<file path="config.mk">
export PLATFORM = sky130hd
export DESIGN_NAME = tea_ctr_sched
export DESIGN_NICKNAME = d
export VERILOG_FILES = /design/src/rtl/tea_pkg.sv /design/src/rtl/tea_core_iter.sv /design/src/rtl/tea_ctr_sched.sv
export SDC_FILE = /design/constraint.sdc
export NUM_CORES = 2
export LEC_CHECK = 0
export ABC_AREA = 1
export CELL_PAD_IN_SITES_DETAIL_PLACEMENT = 0
export CELL_PAD_IN_SITES_GLOBAL_PLACEMENT = 1
export CORE_MARGIN = 1
export CORE_UTILIZATION = 45
export CTS_CLUSTER_SIZE = 16
export DETAILED_ROUTE_END_ITERATION = 12
export PLACE_DENSITY_LB_ADDON = 0.1
export SLEW_MARGIN = 0
export SYNTH_ARGS = -nofsm -noshare
export SYNTH_HDL_FRONTEND = slang
export SYNTH_SLANG_ARGS = --single-unit
</file>
<file path="constraint.sdc">
create_clock -name clk -period 21 [get_ports clk]
set_input_delay 2.1 -clock clk [delete_from_list [all_inputs] [get_ports clk]]
set_output_delay 2.1 -clock clk [all_outputs]
set_load 0.01 [all_outputs]
</file>
<file path="src/rtl/tea_pkg.sv">
// Shared TEA definitions: round constant, default round count, block/key
// types, sequencer state encoding and the single round-pair function.
package tea_pkg;

    localparam logic [31:0] TEA_DELTA  = 32'h9E3779B9;
    localparam int          TEA_ROUNDS = 32;

    typedef logic [63:0]  block_t;
    typedef logic [127:0] key_t;

    typedef enum logic [2:0] {
        ST_IDLE    = 3'd0,
        ST_GEN     = 3'd1,
        ST_WAIT_IN = 3'd2,
        ST_OUT     = 3'd3,
        ST_DONE    = 3'd4
    } state_t;

    // One TEA round pair; sum is the already-advanced running sum.
    // v1 is updated with the new v0, as in the reference algorithm.
    function automatic block_t tea_round(input block_t v, input key_t k, input logic [31:0] sum);
        logic [31:0] v0;
        logic [31:0] v1;
        v0 = v[63:32];
        v1 = v[31:0];
        v0 = v0 + (((v1 << 4) + k[127:96]) ^ (v1 + sum) ^ ((v1 >> 5) + k[95:64]));
        v1 = v1 + (((v0 << 4) + k[63:32])  ^ (v0 + sum) ^ ((v0 >> 5) + k[31:0]));
        return {v0, v1};
    endfunction

endpackage

</file>
<file path="src/rtl/tea_core_iter.sv">
// Iterative TEA encryptor: loads the block on start, then performs one
// round pair per clock. done pulses for one cycle once all ROUNDS are
// complete; result stays valid until the next start.
module tea_core_iter
    import tea_pkg::*;
#(
    parameter int ROUNDS = TEA_ROUNDS
) (
    input  logic         clk,
    input  logic         rst,
    input  logic         start,
    input  logic [63:0]  block,
    input  logic [127:0] key,
    output logic         done,
    output logic [63:0]  result
);

    localparam int CNT_W = $clog2(ROUNDS + 1);

    block_t           v_reg;
    logic [31:0]      sum_reg;
    logic [31:0]      sum_next;
    logic [CNT_W-1:0] cnt_reg;
    logic             run_reg;
    logic             done_reg;

    assign sum_next = sum_reg + TEA_DELTA;
    assign done     = done_reg;
    assign result   = v_reg;

    // Round engine: start restarts from scratch even if a run is in flight.
    always_ff @(posedge clk) begin
        if (!rst) begin
            v_reg    <= '0;
            sum_reg  <= '0;
            cnt_reg  <= '0;
            run_reg  <= 1'b0;
            done_reg <= 1'b0;
        end else begin
            done_reg <= 1'b0;
            if (start) begin
                v_reg   <= block;
                sum_reg <= '0;
                cnt_reg <= '0;
                run_reg <= 1'b1;
            end else if (run_reg) begin
                v_reg   <= tea_round(v_reg, key, sum_next);
                sum_reg <= sum_next;
                cnt_reg <= cnt_reg + CNT_W'(1);
                if (cnt_reg == CNT_W'(ROUNDS - 1)) begin
                    run_reg  <= 1'b0;
                    done_reg <= 1'b1;
                end
            end
        end
    end

endmodule

</file>
<file path="src/rtl/tea_ctr_sched.sv">
// TEA-CTR message sequencer. Takes a descriptor (key, nonce, start counter,
// block count) and streams that many 64-bit blocks, XORing each with the
// TEA encryption of {nonce, ctr}. Blocks are processed strictly one at a time.
// Optional build macro CTR_WRAP_CHECK_EN: reject descriptors whose counter
// range would run past 2^32 (err pulse, no message); otherwise the counter
// silently wraps and err stays 0.
module tea_ctr_sched
    import tea_pkg::*;
#(
    parameter int ROUNDS = TEA_ROUNDS,
    parameter int NBLK_W = 16
) (
    input  logic              clk,
    input  logic              rst,
    input  logic              cfg_valid,
    output logic              cfg_ready,
    input  logic [127:0]      cfg_key,
    input  logic [31:0]       cfg_nonce,
    input  logic [31:0]       cfg_ctr0,
    input  logic [NBLK_W-1:0] cfg_nblk,
    input  logic              in_valid,
    output logic              in_ready,
    input  logic [63:0]       in_data,
    output logic              out_valid,
    input  logic              out_ready,
    output logic [63:0]       out_data,
    output logic              busy,
    output logic              done,
    output logic              err
);

    state_t            state_reg;
    state_t            state_next;
    key_t              key_reg;
    logic [31:0]       nonce_reg;
    logic [31:0]       ctr_reg;
    logic [NBLK_W-1:0] rem_reg;
    block_t            ks_reg;
    logic [63:0]       out_data_reg;
    logic              out_valid_reg;
    logic              done_reg;
    logic              err_reg;

    logic              cfg_hs;
    logic              in_hs;
    logic              out_hs;
    logic              cfg_bad;
    logic              core_start;
    block_t            core_block;
    logic              core_done;
    block_t            core_result;

    // Handshakes are derived from the state directly to keep the ready
    // outputs free of combinational loops.
    assign cfg_hs = cfg_valid && (state_reg == ST_IDLE);
    assign in_hs  = in_valid  && (state_reg == ST_WAIT_IN);
    assign out_hs = out_ready && out_valid_reg;

`ifdef CTR_WRAP_CHECK_EN
    logic [32:0] ctr_end;
    assign ctr_end = {1'b0, cfg_ctr0} + 33'(cfg_nblk);
    assign cfg_bad = (ctr_end > 33'h1_0000_0000);
`else
    assign cfg_bad = 1'b0;
`endif

    assign out_valid = out_valid_reg;
    assign out_data  = out_data_reg;
    assign done      = done_reg;
    assign err       = err_reg;

    tea_core_iter #(
        .ROUNDS (ROUNDS)
    ) u_core (
        .clk    (clk),
        .rst    (rst),
        .start  (core_start),
        .block  (core_block),
        .key    (key_reg),
        .done   (core_done),
        .result (core_result)
    );

    // State register.
    always_ff @(posedge clk) begin
        if (!rst) begin
            state_reg <= ST_IDLE;
        end else begin
            state_reg <= state_next;
        end
    end

    // Next-state logic.
    always_comb begin
        state_next = state_reg;
        case (state_reg)
            ST_IDLE:    if (cfg_hs && !cfg_bad) state_next = (cfg_nblk == '0) ? ST_DONE : ST_GEN;
            ST_GEN:     if (core_done) state_next = ST_WAIT_IN;
            ST_WAIT_IN: if (in_hs) state_next = ST_OUT;
            ST_OUT:     if (out_hs) state_next = (rem_reg == NBLK_W'(1)) ? ST_DONE : ST_GEN;
            ST_DONE:    state_next = ST_IDLE;
            default:    state_next = ST_IDLE;
        endcase
    end

    // State-decoded outputs. The core is launched on the very edge that
    // enters GEN, using the counter value that edge is about to latch, so the
    // keystream lands ROUNDS+1 cycles later without an extra idle cycle.
    always_comb begin
        cfg_ready  = (state_reg == ST_IDLE);
        in_ready   = (state_reg == ST_WAIT_IN);
        busy       = (state_reg != ST_IDLE);
        core_start = 1'b0;
        core_block = {nonce_reg, ctr_reg + 32'd1};
        if ((state_reg == ST_IDLE) && cfg_hs && !cfg_bad && (cfg_nblk != '0)) begin
            core_start = 1'b1;
            core_block = {cfg_nonce, cfg_ctr0};
        end
        if ((state_reg == ST_OUT) && out_hs && (rem_reg != NBLK_W'(1))) begin
            core_start = 1'b1;
        end
    end

    // Descriptor, counter, keystream and output registers.
    always_ff @(posedge clk) begin
        if (!rst) begin
            key_reg       <= '0;
            nonce_reg     <= '0;
            ctr_reg       <= '0;
            rem_reg       <= '0;
            ks_reg        <= '0;
            out_data_reg  <= '0;
            out_valid_reg <= 1'b0;
            done_reg      <= 1'b0;
            err_reg       <= 1'b0;
        end else begin
            done_reg <= (state_reg == ST_DONE);
            err_reg  <= cfg_hs && cfg_bad;
            case (state_reg)
                ST_IDLE: begin
                    if (cfg_hs && !cfg_bad) begin
                        key_reg   <= cfg_key;
                        nonce_reg <= cfg_nonce;
                        ctr_reg   <= cfg_ctr0;
                        rem_reg   <= cfg_nblk;
                    end
                end
                ST_GEN: begin
                    if (core_done) ks_reg <= core_result;
                end
                ST_WAIT_IN: begin
                    if (in_hs) begin
                        out_data_reg  <= in_data ^ ks_reg;
                        out_valid_reg <= 1'b1;
                    end
                end
                ST_OUT: begin
                    if (out_hs) begin
                        out_valid_reg <= 1'b0;
                        ctr_reg       <= ctr_reg + 32'd1;
                        rem_reg       <= rem_reg - NBLK_W'(1);
                    end
                end
                default: ;
            endcase
        end
    end

endmodule

</file>
==> results <==
- The run finished with clean final reports.
- Relative to the synthesized area, the layout overhead comes to 18.9%.
- The worst setup slack for register-to-register paths is 11.54 ns.
- The number of nets handed over by synthesis was 5,123.
- Clock skew on the completed layout was measured at 0.0276 ns.
- In the synthesized netlist the async set-or-reset flop fraction comes to 0%.
- The total negative slack is 0 ns.
- For met2 alone, demand over resource in global routing was 51.1%.
- The delay contributed by the slowest stage of the critical path is 0.76 ns.
- The cell at the slowest stage of the critical path is sky130_fd_sc_hd__xor2_1.
- The final-report max-slew violation count was 0.
- For this run, design rule violations remaining after detail routing come to 0.
- Along the worst path, the maximum fanout reaches 5.
- The final estimated routing congestion in global placement is 0.971.
- The post-synthesis mux area share is 0%.
- The number of nets at the end of the flow is around 5,400.
- The dominant combinational cell family by area after synthesis is compound AO/OA/AOI/OAI gates.
- STA puts the critical path data arrival time at 9.94 ns.
- The count of yosys warnings during synthesis is 0.
- For this run, the leading register cell type out of synthesis is sky130_fd_sc_hd__dfxtp_1.
- The global-route wire length before repair is 184 mm.
- Timing would allow up to around 110 MHz.
- The initial antenna violation count came to 9.
- The number of vias per cell after detailed routing is 5.54.
- Detailed placement finished with a half-perimeter wire length of 94.5 mm.
- The largest total area in the synthesized netlist belongs to sky130_fd_sc_hd__dfxtp_1.
- The clock period minus worst slack is 9.46 ns.
- The largest net degree at the start of global routing is 157.
- The master cell of the clock root buffer is sky130_fd_sc_hd__clkbuf_16.
- The fraction of the mapped netlist area in adder cells is 10.4%.
- For the worst setup path, the data required time is 21.48 ns.
- The starting DRC count in detailed routing is ~3,000.
- The post-route fraction of the period consumed by the critical path is 45.0%.
- The total instance count after detailed placement is 5,739.
- Once the clock tree was built, the setup fixing pass inserted 0 buffers.
- The number of buffer and inverter instances along the worst setup path is 2.
- The post-detailed-routing wire length is 123 mm.
- The number of cells in the finished layout apart from fillers is between 5,000 and 6,000.
- The initial utilization of the core area, before any placement, comes to 45.7%.
- The synthesized netlist devotes 20.1% of its cell area to simple gates.
- Of the post-synthesis cell area, the dominant cell type holds 27.7%.
- The length of the first detailed-routing pass in iterations is 6.
- The hold path endpoint is nonce_reg[24].
- The number of nets with antenna violations after detailed routing is 0.
- The I/O pin count is 347.
- The worst min-delay path startpoint is nonce_reg[24].
- In this run the deepest clock path goes through 3 buffers.
- The endpoint identified for the worst register-to-register timing path is u_core.result[31].
- The via count of the first global-routing pass came to between 30,000 and 40,000.
- The met3 track demand over resource in global routing is 3.51%.
- The cell count after synthesis came out at 4,583.
- Summed over all layers, the global routing overflow is 0.
- The area fraction in compound gates after synthesis is 22.6%.
- The worst hold path passes through 2 cells.
- Clock-pin slew was measured on the worst setup and hold paths at 0.06 ns.
- The number of flip-flops under the largest register name is 128.
- The cell area after synthesis is between 30,000 and 40,000 um^2.
- The final-report setup violation count is 0.
- For the worst-skew pair, the clock arrives at the later sink with an insertion delay of roughly 0.64 ns.
- The clock tree from TritonCTS is done.
- The die area is 72,400 um^2.
- The number of max-cap violations is 0.
- Sorting the synthesized cells by area gives the leading types as sky130_fd_sc_hd__dfxtp_1, sky130_fd_sc_hd__ha_1, sky130_fd_sc_hd__nand2_1.
- The number of buffer cells added on primary ports is 345.
- The number of buffers inserted during clock tree synthesis is 52.
- Setup repair after global routing left no endpoint under its margin.
- The CTS H-tree depth is 2.
- Of the synthesized area, sequential elements account for 27.7%.
- Once placement finished, the instance area stood at 36,400 um^2.
- In this run, synthesis produced a sequential element count of 445.
- The core area is between 70,000 and 80,000 um^2.
- Of the cells placed in the final design, the portion with a size suffix greater than 1 is 5.58%.
- The count of clock tree sinks is 445.
- Synthesis instantiated 65 different standard cells from the library.
- Measured in cells, the most critical reg-to-reg path has a length of 46.
- The horizontal extent of the die is 269 um.
- The total global routing track utilization is 32.9%.
- Global routing used 47.2% of the available met1 tracks.
- The kind of capture point of the worst setup path is a register.
- The post-synthesis xor/xnor area fraction is a little under an eighth.
- After detailed routing, the average wire length per cell comes to 21.0 um.
- The top cell types in the final layout, fill and taps aside, are sky130_fd_sc_hd__nand2_1, sky130_fd_sc_hd__nor2_1, sky130_fd_sc_hd__o21ai_0.
- The library cell used most frequently in the layout, excluding fill and tap cells, is sky130_fd_sc_hd__nand2_1.
- Dividing the synthesized area by the synthesized cell count gives 7.01 um^2.
- The number of buffers added to fix hold violations after cts is 0.
- The vias after detailed routing is 32,300.
- The critical path class is register to register.
- After floorplanning, the core was divided into 97 placement rows.
- The critical path's most frequent cell is sky130_fd_sc_hd__nand2_1.
- The number of endpoints with negative hold slack in the final report is 0.
- The cell family contributing the most delay on the critical path is compound AO/OA/AOI/OAI gates.
- The area of all placed cells without fillers is 38,200 um^2.
- The total of cells resized after clock tree synthesis is 0.
- The headroom to the max-slew limit is approximately 15%.
- The tightest min-delay check is of the register to register type.
- The launch point of the worst reg-to-reg path is u_core.sum_reg[0].
- The global routing's busiest layer is met2.
- The count of flip-flops with a built-in enable after synthesis is 0.
- At the pin with the least slew margin, the transition time is 1.26 ns.
- The chip height is 269 um.
- The worst setup path is launched from a register.
worst max path at each step:
stage	cells past startpoint	startpoint	end
3_3_place_gp	52	u_core.sum_reg[0]	u_core.result[31]
6_report	46	u_core.sum_reg[0]	u_core.result[31]
5_1_grt	52	u_core.sum_reg[0]	u_core.result[31]
3_5_place_dp	46	u_core.sum_reg[0]	u_core.result[31]
2_1_floorplan	56	u_core.sum_reg[0]	u_core.result[31]
4_1_cts	46	u_core.sum_reg[0]	u_core.result[31]
synth_stat cells, types with 16 or more instances:
cell / n
sky130_fd_sc_hd__nand2_1: 716
sky130_fd_sc_hd__nor2_1: 553
sky130_fd_sc_hd__o21ai_0: 501
sky130_fd_sc_hd__a21oi_1: 494
sky130_fd_sc_hd__dfxtp_1: 445
sky130_fd_sc_hd__inv_1: 408
sky130_fd_sc_hd__ha_1: 255
sky130_fd_sc_hd__xor2_1: 243
sky130_fd_sc_hd__xnor2_1: 189
sky130_fd_sc_hd__clkbuf_1: 144
sky130_fd_sc_hd__nand3_1: 119
sky130_fd_sc_hd__a31oi_1: 49
sky130_fd_sc_hd__nor3_1: 43
sky130_fd_sc_hd__a21o_1: 30
sky130_fd_sc_hd__a221oi_1: 29
sky130_fd_sc_hd__a41oi_1: 27
sky130_fd_sc_hd__o21ai_1: 26
sky130_fd_sc_hd__nand2_2: 22
sky130_fd_sc_hd__o21ai_2: 22
sky130_fd_sc_hd__nand4_1: 21
sky130_fd_sc_hd__or2_2: 20
sky130_fd_sc_hd__nor4_1: 18
sky130_fd_sc_hd__buf_2: 17
sky130_fd_sc_hd__o211ai_1: 16
stage by stage:
step | hold WS, ns | utilization, % | setup slack (ns)
floorplan | 0.424 | - | 13.61
global placement | 0.435 | 51.8 | 11.73
detailed placement | 0.442 | 51.8 | 11.74
CTS | 0.451 | 54.3 | 11.70
global route | 0.474 | 54.3 | 10.99
finish | 0.448 | 54.3 | 11.54
worst reg2reg max path: cells and delay by family (launching register included):
family,cells,cell delay (ns)
AOI/OAI and AO/OA,19,4.04
xor gates and xnor gates,6,1.95
adders and majority gates,5,1.66
and+or+nand+nor,14,1.23
DFF,1,0.33
buffers and inverters,2,0.09
cells by family (layout without fill, tap and decap cells):
family / count (synthesis) / count (layout)
simple gates: 1553 / 1553
compound gates: 1290 / 1290
buf+inv: 596 / 907
flops: 445 / 445
xor+xnor: 435 / 435
fa+ha+maj: 263 / 263
other cells: 1 / 3
per-layer routing:
layer | vias up | wire length, um
li1 | 15900 | -
met1 | 15100 | 56700
met2 | 1081 | 53600
met3 | 175 | 8290
met4 | 6 | 3960
met5 | - | 46
final cells by class:
| type | count | area, um^2 |
|---|---|---|
| diodes | 2 | 5.00 |
| clock buffers | 75 | 1470 |
| fillers | 7102 | 32100 |
| clock inverters | 20 | 293 |
| inverters | 423 | 1590 |
| well taps | 940 | 1180 |
| flip-flops and latches | 445 | 8910 |
| repair buffers | 389 | 3790 |
| multi-input cells | 3542 | 20900 |
Power is left out: the tool's default activity adds up to more than one toggle a clock period on the data nets, which glitch-free logic cannot reach.
